==> config.mk <==
export PLATFORM = sky130hd
export DESIGN_NAME = fetch_unit_flat
export DESIGN_NICKNAME = d
export VERILOG_FILES = /design/src/rtl/fetch_if.sv /design/src/rtl/fetch_unit.sv /design/src/flat_wrapper.sv
export SDC_FILE = /design/constraint.sdc
export NUM_CORES = 1
export LEC_CHECK = 0
export ABC_CLOCK_PERIOD_IN_PS = 17050
export CORE_MARGIN = 2
export CORE_UTILIZATION = 55
export CTS_CLUSTER_SIZE = 10
export DETAILED_ROUTE_END_ITERATION = 12
export DONT_BUFFER_PORTS = 1
export PLACE_DENSITY_LB_ADDON = 0.12
export SLEW_MARGIN = 15
export SYNTH_ARGS = -nofsm -noshare
export SYNTH_HDL_FRONTEND = slang
export SYNTH_SLANG_ARGS = --single-unit
==> constraint.sdc <==
create_clock -name clk -period 17.05 [get_ports clk]
set_input_delay 1.705 -clock clk [delete_from_list [all_inputs] [get_ports clk]]
set_output_delay 1.705 -clock clk [all_outputs]
set_load 0.005 [all_outputs]
==> src/rtl/fetch_if.sv <==
// Fetch-side bundle: instruction memory request/response, redirect input and
// the decode-facing output handshake.
interface fetch_if;
  logic [31:0] imem_addr;
  logic [31:0] imem_inst;
  logic        redirect_valid;
  logic [31:0] redirect_pc;
  logic        out_valid;
  logic        out_ready;
  logic [31:0] out_pc;
  logic [31:0] out_inst;

  modport master (
    output imem_addr,
    input  imem_inst,
    input  redirect_valid,
    input  redirect_pc,
    output out_valid,
    input  out_ready,
    output out_pc,
    output out_inst
  );

  modport slave (
    input  imem_addr,
    output imem_inst,
    output redirect_valid,
    output redirect_pc,
    input  out_valid,
    output out_ready,
    input  out_pc,
    input  out_inst
  );
endinterface

==> src/rtl/fetch_unit.sv <==
// Instruction fetch: one outstanding request to a 1-cycle-latency memory,
// a 2-entry {pc, inst} output buffer, and redirect-driven flush.
module fetch_unit #(
  parameter logic [31:0] RESET_PC = 32'h0000_0000
) (
  input  logic     clk,
  input  logic     rst,
  fetch_if.master  bus
);

  logic [31:0] pc_q, pc_d;
  logic        inflight_q, inflight_d;
  logic [31:0] inflight_pc_q, inflight_pc_d;
  logic [1:0]  count_q, count_d;
  logic [31:0] hd_pc_q, hd_pc_d, hd_inst_q, hd_inst_d;
  logic [31:0] tl_pc_q, tl_pc_d, tl_inst_q, tl_inst_d;

  logic       pop, push, issue;
  logic [2:0] occ;

  always_comb begin
    pc_d          = pc_q;
    inflight_d    = inflight_q;
    inflight_pc_d = inflight_pc_q;
    count_d       = count_q;
    hd_pc_d       = hd_pc_q;
    hd_inst_d     = hd_inst_q;
    tl_pc_d       = tl_pc_q;
    tl_inst_d     = tl_inst_q;

    pop   = (count_q != 2'd0) & bus.out_ready;
    push  = inflight_q & ~bus.redirect_valid;
    // Buffered plus in-flight entries, less the one leaving this cycle.
    occ   = {1'b0, count_q} + {2'b00, inflight_q} - {2'b00, pop};
    issue = ~bus.redirect_valid & (occ < 3'd2);

    if (bus.redirect_valid) begin
      pc_d       = {bus.redirect_pc[31:2], 2'b00};
      inflight_d = 1'b0;
      count_d    = 2'd0;
    end else begin
      inflight_d = issue;
      if (issue) begin
        pc_d          = pc_q + 32'd4;
        inflight_pc_d = pc_q;
      end
      case ({push, pop})
        2'b10: begin
          if (count_q == 2'd0) begin
            hd_pc_d   = inflight_pc_q;
            hd_inst_d = bus.imem_inst;
          end else begin
            tl_pc_d   = inflight_pc_q;
            tl_inst_d = bus.imem_inst;
          end
          count_d = count_q + 2'd1;
        end
        2'b01: begin
          hd_pc_d   = tl_pc_q;
          hd_inst_d = tl_inst_q;
          count_d   = count_q - 2'd1;
        end
        2'b11: begin
          if (count_q == 2'd1) begin
            hd_pc_d   = inflight_pc_q;
            hd_inst_d = bus.imem_inst;
          end else begin
            hd_pc_d   = tl_pc_q;
            hd_inst_d = tl_inst_q;
            tl_pc_d   = inflight_pc_q;
            tl_inst_d = bus.imem_inst;
          end
        end
        default: ;
      endcase
    end
  end

  // Data registers are reset too so the outputs read zero while in reset.
  always_ff @(posedge clk or posedge rst) begin
    if (rst) begin
      pc_q          <= RESET_PC;
      inflight_q    <= 1'b0;
      inflight_pc_q <= 32'd0;
      count_q       <= 2'd0;
      hd_pc_q       <= 32'd0;
      hd_inst_q     <= 32'd0;
      tl_pc_q       <= 32'd0;
      tl_inst_q     <= 32'd0;
    end else begin
      pc_q          <= pc_d;
      inflight_q    <= inflight_d;
      inflight_pc_q <= inflight_pc_d;
      count_q       <= count_d;
      hd_pc_q       <= hd_pc_d;
      hd_inst_q     <= hd_inst_d;
      tl_pc_q       <= tl_pc_d;
      tl_inst_q     <= tl_inst_d;
    end
  end

  assign bus.imem_addr = pc_q;
  assign bus.out_valid = (count_q != 2'd0);
  assign bus.out_pc    = hd_pc_q;
  assign bus.out_inst  = hd_inst_q;

endmodule

==> src/flat_wrapper.sv <==
// flat-port wrapper written by rule: the top's interface ports become plain ports
module fetch_unit_flat 
#(
  parameter logic [31:0] RESET_PC = 32'h0000_0000
)
  (clk, rst, bus_imem_addr, bus_imem_inst, bus_redirect_valid, bus_redirect_pc, bus_out_valid, bus_out_ready, bus_out_pc, bus_out_inst);
  fetch_if bus_i ();
  input  logic clk;
  input  logic rst;
  output wire logic [$bits(bus_i.imem_addr)-1:0] bus_imem_addr;
  input wire logic [$bits(bus_i.imem_inst)-1:0] bus_imem_inst;
  input wire logic [$bits(bus_i.redirect_valid)-1:0] bus_redirect_valid;
  input wire logic [$bits(bus_i.redirect_pc)-1:0] bus_redirect_pc;
  output wire logic [$bits(bus_i.out_valid)-1:0] bus_out_valid;
  input wire logic [$bits(bus_i.out_ready)-1:0] bus_out_ready;
  output wire logic [$bits(bus_i.out_pc)-1:0] bus_out_pc;
  output wire logic [$bits(bus_i.out_inst)-1:0] bus_out_inst;
  assign bus_imem_addr = bus_i.imem_addr;
  assign bus_i.imem_inst = bus_imem_inst;
  assign bus_i.redirect_valid = bus_redirect_valid;
  assign bus_i.redirect_pc = bus_redirect_pc;
  assign bus_out_valid = bus_i.out_valid;
  assign bus_i.out_ready = bus_out_ready;
  assign bus_out_pc = bus_i.out_pc;
  assign bus_out_inst = bus_i.out_inst;
  fetch_unit #(.RESET_PC(RESET_PC)) u_core (.clk(clk), .rst(rst), .bus(bus_i));
endmodule
Word level (Yosys, flattened, before mapping)
Index checks and enable logic that the tools add are counted.

operators by class
  $add $sub $neg = 5
  order comparisons = 1
  equality and inequality tests = 7
  mux-type cells = 17
  bitwise gates (word level) = 4
  reductions and logical operators = 9

operators with widths
  cell                                                                     number
  32-bit two-way mux                                                       10
  32-bit one-hot mux with 3 select lines                                   2
  32-bit one-hot mux with 2 select lines                                   2
  32-bit by 3-bit adder with 32-bit output, second input constant          1
  2-bit nonzero test                                                       3
  3-bit nonzero test                                                       2
  2-bit by 1-bit == test with 1-bit output, second input constant          2
  2-bit == test, second input constant                                     2
  2-bit inequality test, second input constant                             2
  2-bit one-hot mux with 2 select lines                                    1
  4-bit AND reduction                                                      1
  2-bit by 1-bit adder with 3-bit output                                   1
  1-bit AND                                                                3
  3-bit by 2-bit < comparator with 1-bit output, second input constant     1
  3-bit AND reduction                                                      1
  3-bit by 1-bit subtractor with 3-bit output                              1
  2-bit by 1-bit adder with 2-bit output, second input constant            1
  2-bit zero test                                                          1
  2-bit two-way mux                                                        1
  2-bit by 1-bit inequality test with 1-bit output, second input constant  1
  2-bit AND reduction                                                      1
  2-bit by 1-bit subtractor with 2-bit output, second input constant       1
  1-bit two-way mux                                                        1
  1-bit NOT                                                                1

word-level totals
  register bits = 195
  input port bits = 68
  output and inout port bits = 97
  logic and storage cells = 51

Depth between registers and ports, before layout
Gate-level depths: netlist of run 1.

  word-level depth = 7
  depth in mapped cells = 13
  depth with buffers taken out = 11

Worst setup path after synthesis of run 1
No wires, ideal clock.

  path kind = input -> register
  start = in bus_out_ready
  end = reg u_core.pc_q[25] (netlist: u_core.bus.imem_addr[25])
  library setup time = 82 ps
  arrival time = 4253 ps
  data required time = 16968 ps
  slack = 12715 ps
  stages on the path = 11
  cells stage by stage = nand2b_1 clkbuf_1 inv_1 ha_1 nor2_1 fa_1 nand3b_1 or4_1 buf_2 or4_1 a31oi_1

between the ends
  word-level cells in the longest chain between the ends = 5

RTL lines
  what                                           line                source
  start: declaration                             flat_wrapper.sv:15  input wire logic [$bits(bus_i.out_ready)-1:0] bus_out_ready;
  1-bit AND                                      fetch_unit.sv:31    pop = (count_q != 2'd0) & bus.out_ready;
  3-bit by 1-bit subtractor with 3-bit output    fetch_unit.sv:34    occ = {1'b0, count_q} + {2'b00, inflight_q} - {2'b00, pop};
  3-bit by 2-bit < comparator with 1-bit output  fetch_unit.sv:35    issue = ~bus.redirect_valid & (occ < 3'd2);
  1-bit AND                                      fetch_unit.sv:35
  2-bit nonzero test (no source line)            --
  end signal: assignment                         fetch_unit.sv:91    pc_q <= pc_d;
  end: declaration                               fetch_unit.sv:11    logic [31:0] pc_q, pc_d;

Every way passes these cells.
A chain may end at the register's enable or synchronous reset.

Worst setup path in the final report of run 1
Ends and elaborated chain as after synthesis.

==> results by group, run 1 <==
Routing
  • Post-detailed-route count of antenna-violating nets: 0
  • Vias per std cell: 6.078
  • Wire length per cell after detailed routing: 19.19 um
  • DRC violation count after routing: 0
  • 1st-pass router iterations: 4
  • Routed wire length: 17140 um
  • Routed vias: 5428
  • DRC violation total after the first TritonRoute iteration: 400

Power
  • Proportion of power drawn by the clock network: 26.5%
  • Leakage component of the power: 4.103 nW
  • Power Density: 189.7 nW/um2
  • Psw: 549.6 uW
  • Part of the power in registers: 45.3%
  • Maximum vdd ir drop: 137.4 uV
  • Internal Pwr Total: 1.184 mW
  • Total chip power: 1.733 mW
  • Relative contribution of combinational cells to total power: 28.2%
  • Sw frac: 31.71%

STA
  • Share of the cycle needed by the critical path after routing: 24.67%
  • Number of failing hold endpoints at the final stage: 0
  • Final slew viol count: 0
  • Maximum clock frequency: 0.2378 GHz
  • Unrepaired setup endpoints after global routing: false
  • Relative max-transition margin: 24.75%
  • Final min period: 4206 ps
  • Setup total negative slack: 0 ps
  • Slew at the pin closest to its max-slew limit: 1129 ps
  • Setup Viol. Count Final: 0
  • Fin Hold WS: 504.5 ps
  • Worst-case clock skew: 8.946 ps
  • Final worst setup slack: 12840 ps

Synth
  • Number of warnings reported in the yosys synthesis log: 0
  • Mean cell area of the mapped netlist: 11.63 um2
  • Async set-or-reset flop fraction in the synthesized netlist: 100.0%
  • Post-synthesis cell type with the largest combined area: sky130_fd_sc_hd__dfrtp_1
  • Cell variety after synth: 39
  • Portion of synthesized cell area occupied by the leading cell type: 56.48%
  • Part of the Yosys area used for sequential elements: 56.48%
  • Post-synthesis register bit count: 188
  • Cells after Synth: 716
  • Prevailing post-synth register cell: sky130_fd_sc_hd__dfrtp_1
  • Netlist Area Pre-Place: 8329 um2
  • Count of flip-flops with a built-in enable after synthesis: 0
  • Dominant cells by area after synthesis: sky130_fd_sc_hd__dfrtp_1 56%, sky130_fd_sc_hd__mux2_2 12%, sky130_fd_sc_hd__mux2i_1 7.7%, sky130_fd_sc_hd__a21oi_1 4.0%, sky130_fd_sc_hd__nor2_1 3.7%

Finish
  • Most used cells in the layout excluding fill and tap cells: 188 x sky130_fd_sc_hd__dfrtp_1, 92 x sky130_fd_sc_hd__mux2_2, 82 x sky130_fd_sc_hd__nor2_1
  • Multi-input gate area: 3411 um2
  • Post-Route Utilization: 62.38%
  • Final net count: 768
  • Ratio of cells with drive above 1 in the final layout: 19.21%
  • Fill cell total of the finished layout: 1180
  • Most frequent standard cell in the layout excluding fill and tap cells: sky130_fd_sc_hd__dfrtp_1
  • Layout Area Growth over Synthesis: 9.674%
  • Combined flip-flop and latch cell area: 4705 um2

Clocking
  • CTS Sinks: 188
  • Clock latency on the worst-skew pair: 430 ps
  • Clock Tree Root: sky130_fd_sc_hd__clkbuf_16
  • CTS tree: built
  • Post-CTS Setup Repair Bufs: 0
  • Cts hold-fix bufs: 0
  • H-tree depth reported by CTS: 4
  • Max Buffers Root-to-Sink: 2
  • Total clock buffers created by CTS: 17
  • Clk slew on worst S/H paths: 70 ps
  • Post-CTS sizing: 0

Place
  • Post-Place Setup Slack: 12440 ps
  • Port buffer count: 0
  • Gp weighted congestion: 0.7771
  • HPWL after detailed placement: 11270 um

Floorplan
  • Chip width: 127.1 um
  • Placeable core region: 14640 um2
  • IO Count: 165
  • Vertical die dimension: 127.1 um
  • Number of rows created at floorplan: 44
  • Die area: 16140 um2
  • Initial cell density of the core: 56.88%

Worst setup path
  • R2r endpoint: u_core.bus.imem_addr[25]
  • Required time at the worst-slack endpoint: 17390 ps
  • Reg-to-Reg Start: u_core.count_q[1]
  • Reg2Reg Depth: 11
  • Max Fanout on Critical Path: 9
  • Type of origin of the critical path: input pin
  • WS Path Type: in -> reg
  • CP arrival: 4540 ps
  • Capturing element type of the critical path: flop
  • Internal reg-to-reg setup slack: 13230 ps

Run status
  • Outcome: complete, no violations

Global routing
  • Total grt overflow: 0
  • Number of global-route vias before repair: 5407
  • Wire length of the first global-routing pass: 28040 um
  • Total GRT Usage: 22.13%
  • Largest net degree at the start of global routing: 107
  • Antenna violations before repair: 1

Min path
  • Endpoint of the worst hold path: u_core.tl_pc_q[5]
  • Hold Startpoint: u_core.tl_pc_q[5]
  • Worst min path class: reg -> reg
  • Worst Hold Path Cells: 1

Job
  • Max-Cap Viols: 0
==> worst max-delay path: stages <==
cell                       delay (ps)
sky130_fd_sc_hd__nand2b_1         250
sky130_fd_sc_hd__inv_1             80
sky130_fd_sc_hd__ha_1             280
sky130_fd_sc_hd__nor2_1           110
sky130_fd_sc_hd__fa_1             520
sky130_fd_sc_hd__nand3b_1         220
sky130_fd_sc_hd__or4_1            670
sky130_fd_sc_hd__or4_1            520
sky130_fd_sc_hd__a31oi_1          180
==> synthesized netlist by cell type, types with 4 or more instances <==
cell type                  number
sky130_fd_sc_hd__nand3_1       13
sky130_fd_sc_hd__buf_1          6
sky130_fd_sc_hd__nor2_1        82
sky130_fd_sc_hd__dfrtp_1      188
sky130_fd_sc_hd__mux2_2        92
sky130_fd_sc_hd__or3_1          4
sky130_fd_sc_hd__ha_1           4
sky130_fd_sc_hd__or4_1         17
sky130_fd_sc_hd__a31oi_1       13
sky130_fd_sc_hd__inv_1         12
sky130_fd_sc_hd__nor3_1         4
sky130_fd_sc_hd__buf_2          8
sky130_fd_sc_hd__clkbuf_1      30
sky130_fd_sc_hd__a21oi_1       67
sky130_fd_sc_hd__and4_1         4
sky130_fd_sc_hd__mux2i_1       64
sky130_fd_sc_hd__nand4_1       11
sky130_fd_sc_hd__xor2_1         5
sky130_fd_sc_hd__o31ai_1       10
sky130_fd_sc_hd__xnor2_1        7
sky130_fd_sc_hd__nand2_1       27
sky130_fd_sc_hd__nor2b_1        5
sky130_fd_sc_hd__o21ai_0       15
==> worst max path at each step <==
stage | from | to | cells past startpoint | slack [ps]
final | bus_out_ready | u_core.bus.imem_addr[25] | 9 | 12840
after global routing | bus_out_ready | u_core.bus.imem_addr[28] | 9 | 12620
after detailed placement | bus_out_ready | u_core.bus.imem_addr[25] | 9 | 12440
after CTS | bus_out_ready | u_core.bus.imem_addr[25] | 9 | 12870
after floorplan | rst | u_core.bus.imem_addr[10] | 1 | 10230
after global placement | bus_out_ready | u_core.bus.imem_addr[25] | 9 | 12510
==> metrics by stage <==
step,instance area [um2],cells
global route,9133,892
CTS,9133,892
detailed placement,8443,860
global placement,8443,860
finish,9135,893
floorplan,8333,717
==> final cells by class <==
class / instances / share of cell area [%]
sequential: 188 / 51.50
clock buffer: 17 / 4.657
clock inverter: 15 / 2.890
timing repair buffer: 6 / 0.4931
antenna: 1 / 0.02739
tap: 184 / 2.520
multi-input combinational: 470 / 37.34
inverter: 12 / 0.5753
==> power by group through the flow <==
stage | Combinational, mW | Clock (mW) | Sequential [mW]
finish | 0.489 | 0.459 | 0.785
global route | 0.549 | 0.488 | 0.812
CTS | 0.496 | 0.468 | 0.788
detailed placement | 0.492 | 0 | 0.796
global placement | 0.472 | 0 | 0.785
floorplan | 0.420 | 0 | 0.748
==> routing by layer <==
metal | global-route usage (%) | share of wire (%)
met1 | 27.58 | 42
met2 | 36.97 | 50
met3 | 7.161 | 7.1
met4 | 7.046 | 1.5
met5 | 0 | 0
==> cells by family (layout without fill, tap and decap cells) <==
group / after synthesis / after routing / share of synthesized area, %
simple gates: 179 / 179 / 10.43
compound gates: 116 / 116 / 7.901
flops: 188 / 188 / 56.48
fa+ha+maj: 5 / 5 / 0.8413
mux: 156 / 156 / 20.13
xor+xnor: 12 / 12 / 1.262
buf+inv: 59 / 50 / 2.914
other cells: 1 / 3 / 0.04502
==> flip-flops by register name (all words and copies together) (netlist names) <==
register and flops:
u_core.bus.out_inst 32, u_core.inflight_q 1, u_core.tl_pc_q 30, u_core.tl_inst_q 32, u_core.inflight_pc_q 30, u_core.bus.imem_addr 30, u_core.count_q 2, u_core.bus.out_pc 31
(Power assumes the default switching activity.)
==> run 2: changes to the inputs <==
Settings changed: ABC_CLOCK_PERIOD_IN_PS 17050 to 3950.
Clock period 17.05 ns to 3.95 ns, I/O delays scaled along.
==> run 2 against run 1 <==
Against the previous run: largest power group unchanged; combinational power grew to 4.4 times the previous value; sequential share of layout area grew 0.11 points; non-clock buffer count grew 7; first-iteration DRC count shrank 14%; via count shrank 0.24%; routed wire length grew 1.4%; register-to-register slack lost 13000 ps; flip-flop and latch count is the same; highest routed layer unchanged.
==> results by group, run 2 (synthesis results as in run 1) <==
Run status
  • Outcome: complete, no violations

Clocking
  • Max Buffers Root-to-Sink: 2
  • Clk slew on worst S/H paths: 70 ps
  • Total clock buffers created by CTS: 17
  • CTS Sinks: 188
  • CTS tree: built
  • Clock latency on the worst-skew pair: 430 ps
  • Post-CTS Setup Repair Bufs: 0
  • H-tree depth reported by CTS: 4
  • Clock Tree Root: sky130_fd_sc_hd__clkbuf_16

Global routing
  • Largest net degree at the start of global routing: 124
  • Antenna violations before repair: 2
  • Wire length of the first global-routing pass: 28660 um
  • Number of global-route vias before repair: 5472
  • Total GRT Usage: 22.46%
  • Total grt overflow: 0

Power
  • Sw frac: 32.74%
  • Part of the power in registers: 46.7%
  • Power Density: 797.3 nW/um2
  • Internal Pwr Total: 4.888 mW
  • Proportion of power drawn by the clock network: 23.8%
  • Relative contribution of combinational cells to total power: 29.5%
  • Leakage component of the power: 4.093 nW
  • Psw: 2.379 mW
  • Maximum vdd ir drop: 417.6 uV

Floorplan
  • Number of rows created at floorplan: 44
  • IO Count: 165
  • Chip width: 127.1 um
  • Vertical die dimension: 127.1 um
  • Placeable core region: 14640 um2
  • Initial cell density of the core: 56.88%
  • Die area: 16140 um2

STA
  • Setup Viol. Count Final: 0
  • Relative max-transition margin: 48.76%
  • Slew at the pin closest to its max-slew limit: 768.6 ps
  • Unrepaired setup endpoints after global routing: false
  • Maximum clock frequency: 0.2838 GHz
  • Share of the cycle needed by the critical path after routing: 89.20%
  • Final min period: 3523 ps
  • Worst-case clock skew: 7.834 ps
  • Setup total negative slack: 0 ps
  • Final worst setup slack: 426.7 ps
  • Final slew viol count: 0
  • Number of failing hold endpoints at the final stage: 0

Routing
  • 1st-pass router iterations: 5
  • DRC violation total after the first TritonRoute iteration: 343
  • Routed wire length: 17370 um
  • Wire length per cell after detailed routing: 19.30 um
  • Routed vias: 5415
  • DRC violation count after routing: 0
  • Post-detailed-route count of antenna-violating nets: 0
  • Vias per std cell: 6.017

Worst setup path
  • Max Fanout on Critical Path: 9
  • WS Path Type: reg -> reg
  • CP arrival: 3870 ps
  • Capturing element type of the critical path: flop
  • Required time at the worst-slack endpoint: 4290 ps
  • Max stage delay on crit path: 650 ps
  • Top delay family on crit path: simple AND/OR/NAND/NOR gates
  • Number of buffer and inverter instances along the worst setup path: 2
  • Type of origin of the critical path: flop
  • Slowest-stage cell, CP: sky130_fd_sc_hd__or4_1
  • Ordered cell list for the critical path: inv_1 > ha_1 > nand2b_1 > inv_1 > ha_1 > nor2_1 > fa_1 > nand3b_1 > or4_1 > or4_1 > a31oi_1

Finish
  • Ratio of cells with drive above 1 in the final layout: 19.72%
  • Layout Area Growth over Synthesis: 9.434%
  • Final net count: 775
  • Most used cells in the layout excluding fill and tap cells: 188 x sky130_fd_sc_hd__dfrtp_1, 92 x sky130_fd_sc_hd__mux2_2, 82 x sky130_fd_sc_hd__nor2_1
  • Most frequent standard cell in the layout excluding fill and tap cells: sky130_fd_sc_hd__dfrtp_1

Min path
  • Worst min path class: in -> reg

Place
  • Port buffer count: 0
  • HPWL after detailed placement: 11770 um
  • Gp weighted congestion: 0.7880
  • Post-Place Setup Slack: 458.7 ps

Job
  • Max-Cap Viols: 0
==> run 2: cell types whose count changed in the layout (fill, tap and decap cells not counted), sizes merged <==
cell / delta
buf: +6
bufinv: -5
clkbuf: +6
clkinvlp: +2
dlygate4sd3: +1
inv: -3
==> run 2: final cells by class <==
type,instances,area (um2)
Clock inverter,9,107.6
Timing Repair Buffer,13,112.6
Fill cell,1195,5529
Sequential cell,188,4705
Clock buffer,23,498.0
Antenna cell,1,2.502
Multi-Input combinational cell,470,3411
Inverter,12,48.80
Tap cell,184,230.2
==> run 2: repair_timing <==
item                                   CTS  global route
resized for setup                        0             0
endpoints found under the hold margin   24             0
hold buffers                             1             0
==> run 2: per-stage QoR <==
stage | power (mW) | cells | utilization [%] | hold slack (ps) | instance area [um2]
after global routing | 7.752 | 900 | 62.24 | 20.29 | 9115
after global placement | 5.449 | 866 | 58.02 | 339.4 | 8497
after detailed placement | 5.602 | 866 | 58.02 | 350.4 | 8497
after floorplan | 5.042 | 717 | - | 478.7 | 8337
after CTS | 7.342 | 899 | 62.23 | 16.47 | 9112
final | 7.267 | 900 | 62.24 | 41.67 | 9115
==> run 2: per-layer routing <==
metal  track usage, %  wire, um
met5                0         0
met4            6.270       207
met3            8.291      1346
met2            36.84      8611
met1            28.31      7208
==> run 2: power groups by stage <==
stage               clock network [mW]  logic [mW]  registers (mW)
finish                            1.73        2.15            3.39
global route                      1.84        2.41            3.51
CTS                               1.76        2.17            3.40
detailed placement                   0        2.16            3.44
global placement                     0        2.06            3.39
floorplan                            0        1.81            3.23
==> run 2: worst paths after layout <==
kind | from | to | slack, ps | depth (start not counted)
hold / removal | bus_redirect_valid | u_core.count_q[0] | 40 | 1
min in group asynchronous | rst | u_core.tl_inst_q[0] | 500 | 2
setup / recovery | u_core.count_q[1] | u_core.bus.imem_addr[25] | 430 | 11
max in group asynchronous | rst | u_core.bus.imem_addr[7] | 2440 | 3
hold reg to reg | u_core.tl_pc_q[3] | u_core.tl_pc_q[3] | 500 | 1
setup reg to reg | u_core.count_q[1] | u_core.bus.imem_addr[25] | 430 | 11
